File: src/rtl/integer_rf_unit_if.sv
// Register-file access bundle: one write port from write-back, two decode read ports.
interface integer_rf_unit_if #(
    parameter int unsigned XLEN = 32,
    parameter int unsigned AW   = 5
) ();
    logic            wr_en_in;
    logic            flush_in;
    logic [AW-1:0]   rd_addr_in;
    logic [XLEN-1:0] rd_in;
    logic [AW-1:0]   rs_1_addr_in;
    logic [AW-1:0]   rs_2_addr_in;
    logic [XLEN-1:0] rs_1_out;
    logic [XLEN-1:0] rs_2_out;

    // Pipeline side: drives the write and read addresses, consumes read data.
    modport master (
        output wr_en_in,
        output flush_in,
        output rd_addr_in,
        output rd_in,
        output rs_1_addr_in,
        output rs_2_addr_in,
        input  rs_1_out,
        input  rs_2_out
    );

    // Register-file side.
    modport slave (
        input  wr_en_in,
        input  flush_in,
        input  rd_addr_in,
        input  rd_in,
        input  rs_1_addr_in,
        input  rs_2_addr_in,
        output rs_1_out,
        output rs_2_out
    );
endinterface

File: src/rtl/integer_rf_unit.sv
// RV32I integer register file: x0 hardwired to zero, one synchronous write port,
// two combinational read ports with same-cycle write-through bypass.
module integer_rf_unit #(
    parameter int unsigned     XLEN    = 32,
    parameter int unsigned     NREGS   = 32,
    parameter logic [XLEN-1:0] RST_VAL = '0
) (
    input  logic               clk_in,
    input  logic               rst_n_in,
    integer_rf_unit_if.slave   rf
);

    logic [XLEN-1:0] regs [NREGS];
    logic            wr_commit;
    logic            bypass_en;

    // Flush and x0 both kill the write; the bypass follows the same qualifier.
    assign wr_commit = rf.wr_en_in & ~rf.flush_in & (rf.rd_addr_in != '0);
    // No forwarding while reset is asserted so reads return the reset contents.
    assign bypass_en = wr_commit & rst_n_in;

    // Register storage; entry 0 is held at zero and never written.
    always_ff @(posedge clk_in or negedge rst_n_in) begin
        if (!rst_n_in) begin
            for (int i = 0; i < NREGS; i++) begin
                regs[i] <= (i == 0) ? '0 : RST_VAL;
            end
        end else if (wr_commit) begin
            regs[rf.rd_addr_in] <= rf.rd_in;
        end
    end

    // Source 1 read: x0 forced to zero, then bypass, then stored value.
    always_comb begin
        rf.rs_1_out = regs[rf.rs_1_addr_in];
        if (rf.rs_1_addr_in == '0) begin
            rf.rs_1_out = '0;
        end else if (bypass_en && (rf.rs_1_addr_in == rf.rd_addr_in)) begin
            rf.rs_1_out = rf.rd_in;
        end
    end

    // Source 2 read: same priority as source 1.
    always_comb begin
        rf.rs_2_out = regs[rf.rs_2_addr_in];
        if (rf.rs_2_addr_in == '0) begin
            rf.rs_2_out = '0;
        end else if (bypass_en && (rf.rs_2_addr_in == rf.rd_addr_in)) begin
            rf.rs_2_out = rf.rd_in;
        end
    end

endmodule
File: src/flat_wrapper.sv
// flat-port wrapper written by rule: the top's interface ports become plain ports
module integer_rf_unit_flat 
#(
    parameter int unsigned     XLEN    = 32,
    parameter int unsigned     NREGS   = 32,
    parameter logic [XLEN-1:0] RST_VAL = '0
)
  (clk_in, rst_n_in, rf_wr_en_in, rf_flush_in, rf_rd_addr_in, rf_rd_in, rf_rs_1_addr_in, rf_rs_2_addr_in, rf_rs_1_out, rf_rs_2_out);
  integer_rf_unit_if #(.XLEN(XLEN)) rf_i ();
  input  logic clk_in;
  input  logic rst_n_in;
  input wire logic [$bits(rf_i.wr_en_in)-1:0] rf_wr_en_in;
  input wire logic [$bits(rf_i.flush_in)-1:0] rf_flush_in;
  input wire logic [$bits(rf_i.rd_addr_in)-1:0] rf_rd_addr_in;
  input wire logic [$bits(rf_i.rd_in)-1:0] rf_rd_in;
  input wire logic [$bits(rf_i.rs_1_addr_in)-1:0] rf_rs_1_addr_in;
  input wire logic [$bits(rf_i.rs_2_addr_in)-1:0] rf_rs_2_addr_in;
  output wire logic [$bits(rf_i.rs_1_out)-1:0] rf_rs_1_out;
  output wire logic [$bits(rf_i.rs_2_out)-1:0] rf_rs_2_out;
  assign rf_i.wr_en_in = rf_wr_en_in;
  assign rf_i.flush_in = rf_flush_in;
  assign rf_i.rd_addr_in = rf_rd_addr_in;
  assign rf_i.rd_in = rf_rd_in;
  assign rf_i.rs_1_addr_in = rf_rs_1_addr_in;
  assign rf_i.rs_2_addr_in = rf_rs_2_addr_in;
  assign rf_rs_1_out = rf_i.rs_1_out;
  assign rf_rs_2_out = rf_i.rs_2_out;
  integer_rf_unit #(.XLEN(XLEN), .NREGS(NREGS), .RST_VAL(RST_VAL)) u_core (.clk_in(clk_in), .rst_n_in(rst_n_in), .rf(rf_i));
endmodule
File: config.mk
export PLATFORM = sky130hd
export DESIGN_NAME = integer_rf_unit_flat
export DESIGN_NICKNAME = d
export VERILOG_FILES = /design/src/rtl/integer_rf_unit_if.sv /design/src/rtl/integer_rf_unit.sv /design/src/flat_wrapper.sv
export SDC_FILE = /design/constraint.sdc
export NUM_CORES = 2
export LEC_CHECK = 0
export CORE_MARGIN = 5
export CORE_UTILIZATION = 45
export CTS_BUF_LIST = sky130_fd_sc_hd__clkbuf_4
export DETAILED_ROUTE_END_ITERATION = 8
export SLEW_MARGIN = 30
export SYNTH_ARGS = -nofsm -noshare
export SYNTH_HDL_FRONTEND = slang
export SYNTH_SLANG_ARGS = --single-unit
File: constraint.sdc
create_clock -name clk_in -period 2.33 [get_ports clk_in]
set_input_delay 0.466 -clock clk_in [delete_from_list [all_inputs] [get_ports clk_in]]
set_output_delay 0.466 -clock clk_in [all_outputs]
set_load 0.1 [all_outputs]
==> flow_summary.toml <==
[sta]
min_period_ps = 3590
worst_pin_slew_ps = 943
tns_ps = -68670
whs_ps = 208
fin_ws_ps = -1260
fin_crit_sh_pct = 154
fin_skew_ps = 0
slew_violations = 0
hold_violations = 0
fmax_mhz = 278
finalSetupViolCount = 64
slew_headroom_pct = 37.1
grt_setup_unrepaired = "yes"

[global_route]
grt_max_degree = 157
gr-usage-all-layers_pct = 30.7
grt_pass1_wl_mm = 295
antenna_found_initial = 5
grt_overflow = 0
grt_pass1_vias = 42000

[cts]
clk_pin_slew_ps = 60
clk_latency_ps = 1260
tritoncts = "built"
h-tree-depth = 5
cts_buffer_depth = 4
cts_buffers = 303
cts-root-buf = "clkbuf_4"
cts_sinks = 1024

[synthesis]
seq_area_frac_synth_pct = 46.3
synth_warnings = 0
synthesis.area_um2 = 55400
synthTopCellsByArea = "dfrtp_1 (46%), mux2_2 (22%), mux4_2 (15%), mux2i_1 (4.2%), buf_2 (1.5%)"
netlist-cell-type-count = 59
syn_nets = 3971
yosys.cell_count.top_type = "mux2_2"
ys_ff_latch = 1024
synth_commonest_cells = "mux2_2 (1085), dfrtp_1 (1024), mux4_2 (358)"
synth_top_area_share_pct = 46.3
synth_edf_count = 0
synthCells = 3920
yosysTopAreaCell = "dfrtp_1"
ys_async_sr_fraction_pct = 100
synthFlopType = "dfrtp_1"
synth_area_per_cell_um2 = 14.1

[power_and_ir_drop]
p_seq_share_pct = 43.4
power_frac_clock_pct = 33.3
p_sw_share_pct = 30.5
pwr-share-comb_pct = 23.3
leakage_nw = 31.9
powerDensity_nw_per_um2 = 706
p_int_mw = 34.7
peakVddDrop_uv = 580
switchingPower_mw = 15.2

[critical_path]
cp_max_fo = 2
crit_type = "reg2out"
timing.reg2reg.setup_slack_ps = 1310
reg2reg_to = "u_core.regs[256]$_DFFE_PN0P_"
arrival_ps = 3130
end_kind = "primary output"
r2r.worst_path.cells = 3
required_ps = 1860
startpoint = "u_core.regs[916]$_DFFE_PN0P_"
crit_path_start_kind = "register"
r2r-start = "u_core.regs[256]$_DFFE_PN0P_"

[min_path]
hold_path_class = "in2reg"
hold_depth = 3
hold_start = "rf_rd_in[25]"
holdPathEnd = "u_core.regs[57]$_DFFE_PN0P_"

[route]
post-route-drc-count = 0
num_vias = 40300
viasPerCell = 6.34
drt_wl_total_mm = 202
first_pass_iters = 7
ant_nets = 0
wl_per_cell_um = 31.7
drt_iter0_markers = 3620

[die]
core-area_um2 = 122000
die_y_um = 361
fp.dieW_um = 361
die_area_um2 = 130000
rows = 128
start_util_pct = 45.4
io_pins = 115

[status]
violations = "negative setup slack"
status = "finished with violations"

[flow_run]
cap_violations = 0

[final_layout]
final_area_um2 = 70700
fin_nets = 4566
fin_util_pct = 58.0
flow.area_growth_from_synthesis_pct = 27.7
top_regs = "u_core.regs: 1024 flops"
largest_reg_flops = 1024
drive_gt1_share_pct = 63.0
max_flop_register = "u_core.regs"

[placed_design]
port_buffers = 114
dp_hpwl_mm = 136
place.gp.congestion = 0.892
place_area_um2 = 65400
[what timing repair did]
action / 4_1_cts / 5_1_grt
pin swaps: 149 / 85
cloned: 0 / 0
hold buffers: 4 / 0
endpoints found under the setup margin: 64 / 64
buffers inserted: 34 / 9
endpoints found under the hold margin: 473 / 0
gates resized for setup: 220 / 84
[worst max-delay path: stages, from the launching register on]
cell and delay (ps):
dfrtp_1 390, mux4_2 490, nand2b_1 90, nand4_1 180, and3_1 200, a311o_2 340
buf_12 180
[area by class of cell]
cell class | instances | area [µm²]
diodes | 13 | 32.5
repair buffers | 736 | 9090
flip-flops and latches | 1024 | 25600
fillers | 9933 | 51300
inverters | 4 | 15.0
clock buffers | 442 | 3320
well taps | 1625 | 2030
multi-input cells | 2446 | 30400
clock inverters | 66 | 258
[power groups by stage]
| stage | clock (mW) | sequential (mW) | combinational (mW) |
|---|---|---|---|
| finish | 16.6 | 21.7 | 11.6 |
| global route | 18.0 | 21.9 | 12.2 |
| CTS | 17.1 | 21.6 | 11.4 |
| detailed placement | 0 | 21.9 | 10.9 |
| global placement | 0 | 21.8 | 10.7 |
| floorplan | 0 | 21.4 | 7.18 |
[cells by family after synthesis]
logic type / after synthesis / synth area share, %
compound gates: 439 / 5.66
simple gates: 317 / 2.72
mux: 1680 / 40.9
xor+xnor: 10 / 0.158
flops: 1024 / 46.3
buf+inv: 450 / 4.29
[cells in the final DEF (no fill, tap or decap), types with 14 or more instances in the layout]
| master | Yosys | layout |
|---|---|---|
| nor2_2 | 1 | 14 |
| o22ai_2 | 0 | 50 |
| dfrtp_1 | 1024 | 1024 |
| clkdlybuf4s50_1 | 0 | 42 |
| mux4_2 | 358 | 358 |
| a21oi_1 | 31 | 29 |
| nor3_4 | 0 | 34 |
| a211oi_4 | 0 | 21 |
| buf_6 | 20 | 19 |
| a221o_1 | 21 | 21 |
| mux2_2 | 1085 | 1084 |
| mux2i_1 | 233 | 229 |
| a221oi_1 | 63 | 47 |
| o21ai_1 | 26 | 15 |
| nor2_4 | 0 | 30 |
| a221oi_2 | 0 | 15 |
| clkinv_1 | 0 | 53 |
| nor2_1 | 128 | 85 |
| a31oi_4 | 0 | 14 |
| buf_12 | 9 | 264 |
| o221ai_1 | 36 | 26 |
| o22ai_1 | 117 | 43 |
| clkbuf_4 | 0 | 442 |
| o21ai_2 | 0 | 30 |
| nor3_2 | 1 | 32 |
| o22ai_4 | 0 | 24 |
| nand2_1 | 38 | 20 |
| buf_4 | 32 | 398 |
| o21a_4 | 0 | 27 |
[worst max-delay path by stage]
stage	endpoint	slack, ps
after CTS	rf_rs_1_out[20]	-1360
after floorplan	rf_rs_2_out[20]	-670
final	rf_rs_1_out[20]	-1260
after detailed placement	rf_rs_2_out[19]	-1450
after global routing	rf_rs_1_out[20]	-1360
after global placement	rf_rs_2_out[19]	-1430
[routing by layer]
layer / part of all wire [%] / vias up / GRT usage [%]
met5: 0 / - / 0
met1: 42 / 21500 / 42.3
met2: 47 / 1799 / 47.9
li1: - / 16500 / -
met3: 8.1 / 473 / 7.24
met4: 3.7 / 0 / 11.2
[stage by stage]
| stage | power (mW) | instances | worst slack [ps] |
|---|---|---|---|
| after floorplan | 28.6 | 3920 | -671 |
| after global placement | 32.5 | 5836 | -1430 |
| after detailed placement | 32.8 | 5836 | -1450 |
| after CTS | 50.1 | 6337 | -1360 |
| after global routing | 52.2 | 6355 | -1360 |
| final | 50.0 | 6356 | -1260 |
(Power assumes the default switching activity.)
